[src/rtl/vga_pixel_fetch.sv]
// vga_pixel_fetch: framebuffer read engine feeding the VGA pixel stream.
//
// Walks the framebuffer sequentially (one 16-bit word per read, data back one
// cycle after the address), buffers words in a small FIFO and unpacks each word
// into two 8-bit rrr_ggg_bb pixels, high byte first, on a valid/ready stream.
//
// Ports:
//   clk, reset          system clock, synchronous active-high reset
//   enable              fetch enable (low = issue no new reads)
//   frame_sync          one-cycle pulse, restart at frame start
//   vga_addr, vga_data  memory controller video read port
//   pix_valid/ready     pixel stream handshake
//   pix_data            pixel, rrr_ggg_bb
//   pix_sof, pix_eol    start-of-frame / end-of-line markers
//   underrun            sticky: consumer was ready while no pixel was available
//   underrun_count      saturating underrun cycle count
//
// Build option: define PIXFETCH_UNDERRUN_COUNT_EN to include the underrun cycle
// counter; otherwise underrun_count is tied to zero.
//
// state | meaning
// FETCH | issuing sequential reads while the FIFO has room
// DONE  | whole frame requested; idle until frame_sync

module vga_pixel_fetch #(
  parameter int          H_PIXELS   = 320,
  parameter int          V_LINES    = 200,
  parameter logic [14:0] BASE_ADDR  = 15'h0000,
  parameter int          FIFO_DEPTH = 8
) (
  input  logic        clk,
  input  logic        reset,
  input  logic        enable,
  input  logic        frame_sync,
  output logic [14:0] vga_addr,
  input  logic [15:0] vga_data,
  output logic        pix_valid,
  input  logic        pix_ready,
  output logic [7:0]  pix_data,
  output logic        pix_sof,
  output logic        pix_eol,
  output logic        underrun,
  output logic [15:0] underrun_count
);

  localparam int WORDS = H_PIXELS * V_LINES / 2;
  localparam int IW    = (WORDS > 1) ? $clog2(WORDS) : 1;
  localparam int PW    = (FIFO_DEPTH > 1) ? $clog2(FIFO_DEPTH) : 1;
  localparam int CW    = PW + 1;
  localparam int XW    = (H_PIXELS > 1) ? $clog2(H_PIXELS) : 1;
  localparam int YW    = (V_LINES > 1) ? $clog2(V_LINES) : 1;

  localparam logic [IW-1:0] LAST_IDX = IW'(WORDS - 1);
  localparam logic [XW-1:0] X_LAST   = XW'(H_PIXELS - 1);
  localparam logic [YW-1:0] Y_LAST   = YW'(V_LINES - 1);
  localparam logic [CW:0]   DEPTH_C  = (CW+1)'(FIFO_DEPTH);

  typedef enum logic {FETCH = 1'b0, DONE = 1'b1} state_t;

  state_t          state_q, state_d;
  logic [IW-1:0]   word_idx;
  logic            inflight;
  logic [15:0]     fifo_mem [FIFO_DEPTH];
  logic [PW-1:0]   wr_ptr, rd_ptr;
  logic [CW-1:0]   fifo_count;
  logic            half;
  logic [XW-1:0]   x_pos;
  logic [YW-1:0]   y_pos;
  logic            underrun_q;

  logic            issue;
  logic            push, pop, xfer;
  logic            fifo_empty;
  logic            has_room;
  logic            underrun_cond;
  logic [15:0]     head;

  // Word index never advances past the last word, so in DONE the address
  // naturally holds the last word issued.
  assign vga_addr   = BASE_ADDR + 15'(word_idx);

  assign fifo_empty = (fifo_count == '0);
  // Counting the in-flight word as occupied reserves its slot before it lands.
  assign has_room   = ({1'b0, fifo_count} + {{CW{1'b0}}, inflight}) < DEPTH_C;

  assign head      = fifo_mem[rd_ptr];
  assign pix_valid = ~fifo_empty;
  assign pix_data  = half ? head[7:0] : head[15:8];
  assign pix_sof   = pix_valid & (x_pos == '0) & (y_pos == '0);
  assign pix_eol   = pix_valid & (x_pos == X_LAST);
  assign underrun  = underrun_q;

  assign xfer = pix_valid & pix_ready & ~frame_sync;
  assign pop  = xfer & half;
  assign push = inflight & ~frame_sync;

  assign underrun_cond = pix_ready & fifo_empty & (state_q != DONE) & ~frame_sync;

  always_ff @(posedge clk) begin
    if (reset) state_q <= FETCH;
    else       state_q <= state_d;
  end

  always_comb begin
    state_d = state_q;
    issue   = 1'b0;
    if (frame_sync) begin
      state_d = FETCH;
    end else begin
      case (state_q)
        FETCH: begin
          issue = enable & has_room;
          if (issue && word_idx == LAST_IDX) state_d = DONE;
        end
        DONE:    state_d = DONE;
        default: state_d = FETCH;
      endcase
    end
  end

  always_ff @(posedge clk) begin
    if (push) fifo_mem[wr_ptr] <= vga_data;
  end

  always_ff @(posedge clk) begin
    if (reset || frame_sync) begin
      word_idx   <= '0;
      inflight   <= 1'b0;
      wr_ptr     <= '0;
      rd_ptr     <= '0;
      fifo_count <= '0;
      half       <= 1'b0;
      x_pos      <= '0;
      y_pos      <= '0;
      underrun_q <= 1'b0;
    end else begin
      inflight <= issue;
      if (issue && word_idx != LAST_IDX) word_idx <= word_idx + 1'b1;

      if (push) wr_ptr <= wr_ptr + 1'b1;
      if (pop)  rd_ptr <= rd_ptr + 1'b1;
      if (push && !pop)      fifo_count <= fifo_count + 1'b1;
      else if (pop && !push) fifo_count <= fifo_count - 1'b1;

      if (xfer) begin
        half <= ~half;
        if (x_pos == X_LAST) begin
          x_pos <= '0;
          y_pos <= (y_pos == Y_LAST) ? '0 : y_pos + 1'b1;
        end else begin
          x_pos <= x_pos + 1'b1;
        end
      end

      if (underrun_cond) underrun_q <= 1'b1;
    end
  end

`ifdef PIXFETCH_UNDERRUN_COUNT_EN
  logic [15:0] underrun_cnt_q;

  always_ff @(posedge clk) begin
    if (reset || frame_sync)
      underrun_cnt_q <= '0;
    else if (underrun_cond && underrun_cnt_q != 16'hFFFF)
      underrun_cnt_q <= underrun_cnt_q + 16'd1;
  end

  assign underrun_count = underrun_cnt_q;
`else
  assign underrun_count = 16'h0000;
`endif

endmodule

[config.mk]
export PLATFORM = sky130hd
export DESIGN_NAME = vga_pixel_fetch
export DESIGN_NICKNAME = d
export VERILOG_FILES = /design/src/rtl/vga_pixel_fetch.sv
export SDC_FILE = /design/constraint.sdc
export NUM_CORES = 1
export LEC_CHECK = 0
export ABC_AREA = 0
export CAP_MARGIN = 20
export CORE_MARGIN = 2
export CORE_UTILIZATION = 40
export DETAILED_ROUTE_END_ITERATION = 10
export GPL_TIMING_DRIVEN = 0
export SLEW_MARGIN = 20
export SYNTH_ARGS = -nofsm -noshare
export SYNTH_HDL_FRONTEND = slang
export SYNTH_SLANG_ARGS = --single-unit
[constraint.sdc]
create_clock -name clk -period 3.16 [get_ports clk]
set_clock_uncertainty 0.05 [all_clocks]
set_input_delay 0.316 -clock clk [delete_from_list [all_inputs] [get_ports clk]]
set_output_delay 0.316 -clock clk [all_outputs]
set_load 0.02 [all_outputs]
Word level (Yosys, flattened, before mapping). Memory sizes are Yosys's and may differ from the RTL's. A register that Yosys moved wholly into a read port is not among the register bits. Cells that the tools add are included. W data, S select, Z words.

Add/sub/neg operators: 8. $lt $le $gt $ge: 1. Eq/ne operators: 4. Muxes and demuxes: 13. Bitwise operators: 15. Reductions and logical operators: 13.

Operators by type and width (number): $mux W8 (2); $add A15 B1 Y15 const B (1); $eq A15 B15 Y1 const B (1); $ne A15 B15 Y1 const B (1); $and A1 B1 Y1 (11); $add A9 B1 Y9 const B (1); $eq A9 B9 Y1 const B (1); $logic_not A9 Y1 (1); $mux W9 (1); $add A8 B1 Y8 const B (1); $eq A8 B8 Y1 const B (1); $logic_not A8 Y1 (1); $mux W4 (2); $add A3 B1 Y3 const B (2); $mux W3 (2); $add A4 B1 Y5 (1); $lt A5 B4 Y1 const B (1); $mux W1 (5); $add A4 B1 Y4 const B (1); $logic_and A1 B1 Y1 (4); $logic_not A4 Y1 (1); $not A1 Y1 (4); $sub A4 B1 Y4 const B (1); $logic_not A1 Y1 (2); 5 further kinds (5).

Bits in registers: 46. RAM bits: 128. Input bits: 21. Output and inout bits: 43. Logic and storage cells: 65. Memories kept: 1.

Memory list: fifo_mem (words 8, bits a word 16, read ports 1, clocked after memory_dff 1, write ports 1, line 63) `logic [15:0] fifo_mem [FIFO_DEPTH];`.

Longest topological paths before layout. Gate-level depths: netlist of run 1.

Word-level depth: 8. Depth in mapped cells: 12. Gate-level depth less buffers: 11.

Worst setup path after synthesis of run 1. Ideal clock, no wire load.

Kind: flip-flop to flip-flop. From: register fifo_count[3]. To: register fifo_count[3]. Setup time: 70 ps. Arrival time: 2434 ps. Required time: 3040 ps. Path slack: 606 ps. Cell stages (with the launch flop): 13. Buffers on the path: 1. Period minus slack after synthesis: 2554 ps. Cells stage by stage: dfxtp_1 nor4_4 nor2_1 buf_2 nand2_1 ha_1 inv_1 ha_1 a21o_1 a21oi_1 xnor2_1 or3_1 a21oi_1.

Longest elaborated chain between the ends: 8. Elaborated cells on any way between the ends: 13. Classes of those cells: add/sub (2); mux (2); bitwise (4); reduce/logical (5).

Ends and longest elaborated chain: start, declared (line 65) `logic [CW-1:0] fifo_count;`; start signal, assigned (line 142) `if (push && !pop) fifo_count <= fifo_count + 1'b1;`; start signal, assigned (line 143) `else if (pop && !push) fifo_count <= fifo_count - 1'b1;`; $logic_not A4 Y1 (line 82) `assign fifo_empty = (fifo_count == '0);`; $not A1 Y1 (line 87) `assign pix_valid = ~fifo_empty;`; $and A1 B1 Y1 (2 in series) (line 93) `assign xfer = pix_valid & pix_ready & ~frame_sync;`; $and A1 B1 Y1 (line 94) `assign pop = xfer & half;`; $logic_not A1 Y1 (line 142); $logic_and A1 B1 Y1 (line 142); $mux W4 or $reduce_bool A2 Y1 (tied branches).

Several ways; a longest one is shown, not always the timed one. The select of a mux whose other input is x is not followed. A chain may end at the register's enable or synchronous reset.

==> impl_summary.txt, run 1 <==
----------------------------------------------------
[Layout]
  Cell area after layout ... 0.008952 mm²
  Final-layout fill cell count ... 1544
  Final cell utilization of the core ... 0.4984
  Nets ... 596
  Share of post-route cells with drive strength above 1 ... 0.2170
  Layout overhead on the synthesized area ... 21.93%
  Antenna Cells ... 0

[Routing]
  Routed wire length ... 14780 µm
  Initial DRC count ... 158
  1st-pass router iterations ... 4
  DRC violation count after routing ... 0
  Via density ... 5.194
  Remaining number of nets flagged by the antenna check after routing ... 0
  Avg WL per Cell ... 18.35 µm
  Via Count ... 4181

[CTS]
  Number of hold buffers added after CTS ... 0
  Reg clk slew, reported paths ... 0.06 ns
  # clock sinks ... 177
  CTS root buffer ... sky130_fd_sc_hd__clkbuf_16
  Clock latency on the worst-skew pair ... 0.43 ns
  TritonCTS clock tree ... done
  Total CTS buffers ... 17
  H-tree level count ... 4
  Buffers inserted during post-CTS setup optimization ... 0
  Clock Path Buffers ... 2

[Timing]
  Setup total negative slack ... 0 ns
  Total setup violations reported at the end of the flow ... 0
  Maximum operating frequency ... 329.5 MHz
  Final Max Tran Viols ... 0
  Headroom to the max-slew limit ... 0.5389
  Final Hold Violating Endpoints ... 0
  Hold slack ... 0.4331 ns
  Unrepaired setup endpoints after global routing ... false
  Fin crit share ... 0.9605
  Period minus WS final ... 3.035 ns
  Tightest Pin Transition ... 0.6917 ns

[Yosys]
  Number of synthesized flops with an enable pin ... 128
  Dominant cell type by area after synthesis ... sky130_fd_sc_hd__edfxtp_1
  Post-synthesis instance area ... 0.007342 mm²
  Share of the synthesized area in the top cell type ... 0.5235
  Post-synthesis area per instance ... 15.52 µm²
  Post-synthesis share of cell area spent on xor and xnor gates ... 0.03698
  Multiplexer share of the synthesized area ... 0.1254
  Total of flip-flops plus latches after synthesis ... 177
  Ys async rst share ... 0
  Post-synthesis simple-gate area fraction ... 0.1075
  Leading post-synthesis cells by cell area ... sky130_fd_sc_hd__edfxtp_1 52%, sky130_fd_sc_hd__dfxtp_1 13%, sky130_fd_sc_hd__mux4_2 12%, sky130_fd_sc_hd__nor2_1 2.8%, sky130_fd_sc_hd__xnor2_1 2.7%
  Yosys cell types ... 47
  Dominant synthesized flop cell ... sky130_fd_sc_hd__edfxtp_1
  YS warnings ... 0
  Main combinational cell family by area after synthesis ... multiplexers
  Synthesized instance count ... 473
  Proportion of synthesized chip area in sequential cells ... 0.6571
  Complex-gate fraction of the synthesized area ... 0.02062
  Adder-cell area share of the yosys netlist ... 0.01977

[Placed design]
  Final GP Congestion ... 0.8104
  Post-placement cell area ... 0.008293 mm²
  Post-DP HPWL ... 10100 µm
  Port Buffers ... 47

[Floorplanning]
  Die height ... 139.5 µm
  Die Wd ... 139.5 µm
  Initial cell density of the core ... 0.4087
  Die area ... 0.01945 mm²
  # IOs ... 64
  Num rows ... 49
  Area of the core ... 0.01796 mm²

[Power and ir drop]
  Standby leakage power ... 2.944 nW
  Pwr dens ... 539.8 mW/mm²
  Post-layout total power ... 0.004833 W
  Worst vdd ir ... 0.3581 mV

[Min path]
  Hold Crit Endpoint ... inflight
  Min-Delay Startpoint ... reset
  Hold path depth ... 2
  Class of the worst hold path ... input port to register

[Setup path]
  Critical register-to-register path startpoint ... fifo_count[0]
  Slack of the worst reg-to-reg path ... 0.32 ns
  Capturing element type of the critical path ... output port
  Worst R2R End ... fifo_count[3]
  CP required ... 2.79 ns
  Worst setup SP type ... register
  Reg2reg path depth ... 12
  Crit Path Max Fanout ... 10
  Category of the critical setup timing path ... register to output port
  Arrival time reported for the critical path endpoint ... 2.67 ns

[GRT]
  First-pass GRT wire length ... 23680 µm
  Number of antenna violations at the first check in global routing ... 1
  Overflow left after global routing ... 0
  Gr usage total ... 0.1620
  Largest net degree at the start of global routing ... 17
  Number of global-route vias before repair ... 4367

[Flow run]
  Max-cap viol count ... 0

[Run status]
  Run status ... completed

----------------------------------------------------
==> kinds of logic (layout without fill, tap and decap cells) <==
| logic type | after synthesis | after routing |
|---|---|---|
| compound gates | 25 | 25 |
| fa+ha+maj | 11 | 11 |
| simple gates | 143 | 143 |
| buf+inv | 43 | 131 |
| other cells | 1 | 16 |
| flops | 177 | 177 |
| mux | 42 | 42 |
| xor+xnor | 31 | 31 |
==> worst max-delay path, cell delays in order (launching register included) <==
cell and delay [ns]:
sky130_fd_sc_hd__dfxtp_1 0.30, sky130_fd_sc_hd__buf_2 0.21, sky130_fd_sc_hd__buf_8 0.21, sky130_fd_sc_hd__mux4_2 0.52, sky130_fd_sc_hd__mux4_2 0.45, sky130_fd_sc_hd__clkdlybuf4s50_1 0.55
==> synth_stat cells, types with 2 or more instances <==
library cell and n:
sky130_fd_sc_hd__edfxtp_1 128, sky130_fd_sc_hd__nor2_1 54, sky130_fd_sc_hd__dfxtp_1 49, sky130_fd_sc_hd__mux4_2 40, sky130_fd_sc_hd__xnor2_1 23, sky130_fd_sc_hd__nand2_1 22
sky130_fd_sc_hd__buf_4 19, sky130_fd_sc_hd__inv_1 12, sky130_fd_sc_hd__a21oi_1 11, sky130_fd_sc_hd__ha_1 10, sky130_fd_sc_hd__nand3_1 10, sky130_fd_sc_hd__nor3_1 10
sky130_fd_sc_hd__xor2_1 8, sky130_fd_sc_hd__nand4_1 7, sky130_fd_sc_hd__nor4_1 7, sky130_fd_sc_hd__o21ai_0 6, sky130_fd_sc_hd__and4_1 5, sky130_fd_sc_hd__buf_1 5
sky130_fd_sc_hd__clkbuf_1 5, sky130_fd_sc_hd__or3_1 5, sky130_fd_sc_hd__nand2b_1 4, sky130_fd_sc_hd__and3_1 3, sky130_fd_sc_hd__a211oi_1 2, sky130_fd_sc_hd__buf_2 2
sky130_fd_sc_hd__mux2i_1 2, sky130_fd_sc_hd__nor2b_1 2, sky130_fd_sc_hd__nor4_4 2
==> layer usage <==
metal | vias up | wire length [µm] | track usage
li1 | 1945 | - | -
met5 | - | 13 | 0
met1 | 2113 | 6141 | 0.2016
met4 | 2 | 301 | 0.06645
met3 | 24 | 698 | 0.04233
met2 | 97 | 7620 | 0.2704
==> area by class of cell <==
cell class,instances,area [µm²],share of cell area
flip-flops and latches,177,4825,0.5389
multi-input cells,268,2364,0.2640
repair buffers,57,593.1,0.06625
clock buffers,19,432.9,0.04836
well taps,229,286.5,0.03201
plain buffers,31,226.5,0.02530
clock inverters,12,180.2,0.02013
inverters,12,45.04,0.005031
==> power breakdown <==
group          switching [W]  internal [W]
registers         0.00000531       0.00249
logic              0.0000813     0.0000620
clock network       0.000868       0.00132
==> worst max path at each step <==
stage | from | end | slack [ns] | cells after the start
2_1_floorplan | fifo_count[3] | fifo_count[3] | 0.61 | 12
3_3_place_gp | frame_sync | fifo_mem[4][11] | -0.87 | 4
3_5_place_dp | frame_sync | fifo_count[3] | -0.16 | 13
4_1_cts | register | pix_data[6] | 0.02 | 5
5_1_grt | register | pix_data[3] | 0.02 | 5
6_report | register | pix_data[3] | 0.12 | 5
==> sequential cells by signal, indices dropped and copies added, names as in the netlist, 3 cells and up, named ones only <==
| name | flops |
|---|---|
| fifo_mem | 128 |
| wr_ptr | 3 |
| x_pos | 9 |
| y_pos | 8 |
| rd_ptr | 3 |
| fifo_count | 4 |
| word_idx | 15 |
==> cells in the final DEF (no fill, tap or decap), types with 5 or more instances in the layout <==
| cell type | n |
|---|---|
| sky130_fd_sc_hd__dlymetal6s2s_1 | 5 |
| sky130_fd_sc_hd__buf_4 | 19 |
| sky130_fd_sc_hd__clkbuf_16 | 17 |
| sky130_fd_sc_hd__dfxtp_1 | 49 |
| sky130_fd_sc_hd__conb_1 | 16 |
| sky130_fd_sc_hd__xnor2_1 | 23 |
| sky130_fd_sc_hd__edfxtp_1 | 128 |
| sky130_fd_sc_hd__clkdlybuf4s50_1 | 40 |
| sky130_fd_sc_hd__mux4_2 | 40 |
| sky130_fd_sc_hd__nor3_1 | 8 |
| sky130_fd_sc_hd__nor2_1 | 48 |
| sky130_fd_sc_hd__xor2_1 | 8 |
| sky130_fd_sc_hd__nand2_1 | 22 |
| sky130_fd_sc_hd__nand4_1 | 7 |
| sky130_fd_sc_hd__o21ai_0 | 6 |
| sky130_fd_sc_hd__nor2_2 | 7 |
| sky130_fd_sc_hd__nor4_1 | 7 |
| sky130_fd_sc_hd__buf_8 | 6 |
| sky130_fd_sc_hd__a21oi_1 | 11 |
| sky130_fd_sc_hd__or3_1 | 5 |
| sky130_fd_sc_hd__inv_1 | 12 |
| sky130_fd_sc_hd__nand3_1 | 10 |
| sky130_fd_sc_hd__clkbuf_1 | 7 |
| sky130_fd_sc_hd__and4_1 | 5 |
| sky130_fd_sc_hd__ha_1 | 10 |
==> timing repair <==
action                                  4_1_cts  5_1_grt
endpoints found under the hold margin         0        0
pin swaps                                     0        1
endpoints found under the setup margin        8        6
resized for setup                            13        9
==> stage by stage <==
step	cells	worst slack (ns)
final	805	0.1247
after global routing	805	0.01809
after CTS	805	0.01929
after global placement	764	-0.8688
after floorplan	488	0.6059
after detailed placement	774	-0.1623
No activity file was read; power rests on OpenSTA's default activity.
==> run 2: changes to the inputs <==
Settings changed: CORE_ASPECT_RATIO set to 1.75.
==> run 2 against run 1 <==
  * Register-to-register slack lost 0.05 ns
  * Maximum frequency fell by 0.44%
  * Die area up 0.22%
  * Largest cell class unchanged
  * Largest power group unchanged
==> impl_summary.txt, run 2 (synthesis gave the netlist of run 1 again) <==
----------------------------------------------------
[Run status]
  Run status ... completed

[Layout]
  Commonest cells after routing, fill and taps aside ... 128 x sky130_fd_sc_hd__edfxtp_1, 49 x sky130_fd_sc_hd__dfxtp_1, 48 x sky130_fd_sc_hd__nor2_1, 43 x sky130_fd_sc_hd__clkdlybuf4s50_1, 40 x sky130_fd_sc_hd__mux4_2
  Final cell utilization of the core ... 0.4961 (-0.002296)
  Biggest register ... fifo_mem
  Most common library cell in the layout ignoring fill and taps ... sky130_fd_sc_hd__edfxtp_1
  Antenna Cells ... 0 (unchanged)
  Layout overhead on the synthesized area ... 21.44%
  Share of post-route cells with drive strength above 1 ... 0.2201 (+0.003090)
  Non-filler instance count after layout ... 811 (+0.75%)
  Flip-flop count of the largest register, all copies and words added ... 128 (unchanged)
  Cell area after layout ... 0.008916 mm² (-0.41%)
  Registers with the most flip-flops ... fifo_mem (128), word_idx (15), x_pos (9)
  Nets ... 596 (unchanged)

[Floorplanning]
  Die area ... 0.01950 mm² (+0.22%)
  Initial cell density of the core ... 0.4085 (about the same)
  Die height ... 183.2 µm (+31%)
  Area of the core ... 0.01797 mm² (about the same)
  Num rows ... 65 (+33%)
  Die Wd ... 106.4 µm (-24%)
  # IOs ... 64 (unchanged)

[Setup path]
  Largest incremental delay on the critical path ... 0.55 ns (about the same)
  Category of the critical setup timing path ... register to output port
  Capturing element type of the critical path ... output port
  Most common cell type on the critical path ... sky130_fd_sc_hd__mux4_2
  Worst setup SP type ... register
  Critical-path cell list ... buf_2 -> buf_6 -> mux4_2 -> mux4_2 -> clkdlybuf4s50_1
  Critical Path Slowest Stage Cell ... sky130_fd_sc_hd__clkdlybuf4s50_1
  Crit Path Max Fanout ... 10 (unchanged)
  Arrival time reported for the critical path endpoint ... 2.68 ns (about the same)
  CP required ... 2.79 ns (about the same)

[Power and ir drop]
  Sequential share of power ... 0.538 (+0.021)
  Fraction of power spent switching nets ... 0.2244 (+0.02688)
  Combinational cell fraction of total power ... 0.031 (about the same)
  Standby leakage power ... 2.913 nW (-1.1%)
  Part of the total power dissipated in the clock network ... 0.431 (-0.023)
  Pwr dens ... 520.5 mW/mm² (-3.6%)
  Switching power ... 0.001042 W (+9.1%)
  Int Power ... 0.003599 W (-7.2%)
  Worst vdd ir ... 0.3059 mV (-15%)

[CTS]
  CTS root buffer ... sky130_fd_sc_hd__clkbuf_16
  TritonCTS clock tree ... done
  # clock sinks ... 177 (unchanged)
  Clock latency on the worst-skew pair ... 0.42 ns (about the same)
  Total CTS buffers ... 17 (unchanged)
  Number of hold buffers added after CTS ... 0 (unchanged)
  Reg clk slew, reported paths ... 0.07 ns (about the same)
  Clock Path Buffers ... 2 (unchanged)
  H-tree level count ... 4 (unchanged)

[Timing]
  Tightest Pin Transition ... 0.6374 ns (-0.05428 ns)
  Headroom to the max-slew limit ... 0.5728 (+0.03387)
  Period minus WS final ... 3.049 ns (+0.01334 ns)
  Maximum operating frequency ... 328.0 MHz (-0.44%)
  Hold slack ... 0.4388 ns (+0.005684 ns)
  Fin crit share ... 0.9648 (+0.004222)
  Total setup violations reported at the end of the flow ... 0 (unchanged)
  Final Hold Violating Endpoints ... 0 (unchanged)
  Final Max Tran Viols ... 0 (unchanged)
  Unrepaired setup endpoints after global routing ... false

[GRT]
  Number of antenna violations at the first check in global routing ... 0 (-1)
  First-pass GRT wire length ... 23930 µm (+1.1%)
  Overflow left after global routing ... 0 (unchanged)
  Number of global-route vias before repair ... 4522 (+3.5%)
  Largest net degree at the start of global routing ... 19 (+2)
  Gr usage total ... 0.1640 (+0.002080)

[Routing]
  1st-pass router iterations ... 5 (+1)
  Routed wire length ... 15130 µm (+2.4%)
  Via Count ... 4196 (+0.36%)
  Initial DRC count ... 232 (+47%)
  Remaining number of nets flagged by the antenna check after routing ... 0 (unchanged)
  DRC violation count after routing ... 0 (unchanged)
  Avg WL per Cell ... 18.66 µm (+1.7%)
  Via density ... 5.174 (-0.38%)

[Flow run]
  Max-cap viol count ... 0 (unchanged)

[Min path]
  Class of the worst hold path ... input port to register

[Placed design]
  Cell count after placement ... 779 (+0.65%)
  Post-DP HPWL ... 10580 µm (+4.8%)
  Final GP Congestion ... 0.8084 (-0.25%)
  Post-placement cell area ... 0.008318 mm² (+0.30%)
  Port Buffers ... 47 (unchanged)

----------------------------------------------------
==> run 2: layout make-up <==
class	count	area (µm²)
timing repair buffer	57	611.8
fill	1567	9057
buffer	31	210.2
clock inverter	15	142.6
inverter	12	45.04
multi-input combinational	268	2364
tap	234	292.8
clock buffer	17	425.4
sequential	177	4825
==> run 2: path summary, 6_finish.rpt <==
kind | cells past startpoint | from | endpoint | slack [ns]
setup reg to reg | 12 | fifo_count[3] | fifo_count[3] | 0.27
hold / removal | 2 | reset | inflight | 0.44
hold reg to reg | 2 | underrun | underrun | 0.45
setup / recovery | 5 | register | pix_data[6] | 0.11
==> run 2: what timing repair did <==
| item | in CTS | in global routing |
|---|---|---|
| gates cloned | 0 | 0 |
| endpoints found under the hold margin | 0 | 0 |
| gates resized for setup | 7 | 9 |
| endpoints found under the setup margin | 8 | 9 |
| setup buffers | 0 | 0 |
| pin swaps | 0 | 0 |
==> run 2: power groups by stage <==
stage | combinational (W) | clock, W | sequential, W
2_1_floorplan | 0.0000741 | 0 | 0.00255
3_3_place_gp | 0.000139 | 0 | 0.00255
3_5_place_dp | 0.000145 | 0 | 0.00255
4_1_cts | 0.000145 | 0.00204 | 0.00250
5_1_grt | 0.000157 | 0.00214 | 0.00250
6_report | 0.000145 | 0.00200 | 0.00250
==> run 2: layer usage <==
metal | part of all wire | track usage | routed length [µm]
met4 | 0.018 | 0.06753 | 273
met5 | 0 | 0 | 0
met3 | 0.034 | 0.02985 | 507
met1 | 0.38 | 0.1805 | 5749
met2 | 0.57 | 0.3067 | 8602
==> run 2: worst max-delay path: cells and delay by family, from the launching register on <==
family,cells,cell delay (ns)
muxes,2,1.00
buffers and inverters,3,0.96
DFF,1,0.30
==> run 2: stage by stage <==
step	total power, W	setup TNS (ns)	setup slack, ns
final	0.004641	0	0.1114
after detailed placement	0.002692	-0.1760	-0.1760
after floorplan	0.002622	0	0.6059
after global placement	0.002686	-30.66	-0.9502
after global routing	0.004792	0	0.01659
after CTS	0.004679	0	0.01071
==> RTL edit (settings of run 2) <==
Register the output `underrun` once more, cleared by the reset; this adds one clock of latency there. The other outputs are not delayed to match. Comments in the files are not updated.
--- a/src/rtl/vga_pixel_fetch.sv
+++ b/src/rtl/vga_pixel_fetch.sv
@@ -90,3 +90,9 @@
   assign pix_eol   = pix_valid & (x_pos == X_LAST);
-  assign underrun  = underrun_q;
+  always_ff @(posedge clk) begin
+    if (reset) begin
+      underrun <= '0;
+    end else begin
+      underrun <= underrun_q;
+    end
+  end
 
Function: changed (Yosys sat finds a counterexample within 4 cycles, from zero or initial values and one cycle with reset high).
==> RTL edit against run 2 <==
Routed wire length shrank 2.4%. Sequential cell count grew 1. Cell area grew 0.51%. Setup slack improved by 11 ps. First-iteration DRC count fell by 14%. Area after synthesis is 0.37% higher. Synthesized cell count decreased by 1.3%. Power is 1.5% higher. Largest power group unchanged.
==> RTL edit: results (changes against run 2) <==
status=finished clean; DR WL met2=8240 um (-4.2%); sequential cell area share=54.1% (about the same); top post-synthesis cells by area=edfxtp_1 (52%), dfxtp_1 (14%), mux4_2 (12%), nor2_1 (2.8%), xnor2_1 (2.3%); Commonest cells post-synth=edfxtp_1 (128), nor2_1 (54), dfxtp_1 (50); Setup crit end=pix_data[4]; Buffers excl. clock=89 (+1.1%); Clock buf/inv share=6.51% (+0.14 points); vias in the first global route=4,442 (-1.8%); switching power=970 uW (-6.9%); Pre-antenna DRT Iters=4 (-1); met3 global-route usage=3.97% (+0.99 points); P_leak=2.98 nW (+2.4%); comb_multi_in=260 (-3.0%); VDD IR max=0.000305 V (-0.44%); placed cell count=773 (-0.77%); Syn Area/Cell=15.8 um^2 (+1.7%); layout cell share with drive strength beyond 1=22.9% (+0.93 points); GR Layer Usage met1=18.3% (+0.25 points); met2 Usage GRT=29.2% (-1.5 points); via/cell ratio=5.12 (-1.1%); Rel. slew slack=56.9% (-0.38 points); GRT busiest layer=met2; Layout Nets=590 (-1.0%); Total Wirelength=14,800 um (-2.4%); post-synthesis sequential area ratio=65.7% (about the same); Final Wtd Congestion=0.874 (+8.1%); Final Util=49.6% (about the same); non-clk buf share=9.42% (+0.20 points); largest net degree at the start of global routing=17 (-2); multi-input combinational area share=26.2% (-0.27 points); Arrival @ worst endpoint=2670 ps (about the same); number of library cell types mapped by synthesis=53 (+13%); drt initial violations=200 (-14%); GR Util All Layers=16.1% (-0.35 points); first-pass GRT wire length=23,500 um (-1.7%); Detailed Place HPWL=10,400 um (-1.9%); placed cell areas=0.00834 mm^2 (+0.29%); R2R depth=11 (-1); vias post-DR=4,118 (-1.9%); Yosys reg bits=178 (+0.56%); r2r setup slk=310 ps (+40 ps)
## RTL edit: through the flow
step                TNS [ps]  setup WS, ps
finish                     0           122
global route               0          1.04
CTS                        0          17.0
detailed placement      -230          -230
global placement      -27180          -915
floorplan                  0           652
## RTL edit: logic make-up after synthesis
kind of cell | count (synthesis) | synth area share, %
AO/OA/AOI/OAI | 23 | 1.97
flip-flops | 178 | 65.7
buffers and inverters | 44 | 3.46
multiplexers | 45 | 12.9
adder cells (fa/ha/maj) | 11 | 1.97
other | 1 | 0.0509
AND/OR/NAND/NOR | 134 | 10.2
XOR/XNOR | 31 | 3.68
## RTL edit: worst min path at each step
stage                                        from                       to  slack [ps]
after global routing      underrun_q$_SDFFE_PP0P_      underrun$_SDFF_PP0_         440
after floorplan                             reset      underrun$_SDFF_PP0_         340
after detailed placement  underrun_q$_SDFFE_PP0P_      underrun$_SDFF_PP0_         410
final                                       reset      inflight$_SDFF_PP0_         430
after global placement    underrun_q$_SDFFE_PP0P_  underrun_q$_SDFFE_PP0P_         400
after CTS                                   reset      inflight$_SDFF_PP0_         410
## RTL edit: power groups by stage
stage / sequential [mW] / clock, mW / combinational, mW
floorplan: 2.56 / 0 / 0.0748
global placement: 2.56 / 0 / 0.138
detailed placement: 2.56 / 0 / 0.144
CTS: 2.51 / 2.11 / 0.144
global route: 2.51 / 2.19 / 0.155
finish: 2.51 / 2.06 / 0.143
## RTL edit: repair_timing
| item | CTS | global route |
|---|---|---|
| setup endpoints to repair | 8 | 8 |
| resized for setup | 10 | 7 |
| pin swaps | 0 | 0 |
| buffers inserted | 0 | 0 |
## RTL edit: critical path, cell delays in order (launching register included)
cell	delay, ps
dfxtp_1	300
buf_2	190
buf_6	230
mux4_2	520
mux4_2	460
clkdlybuf4s50_1	550
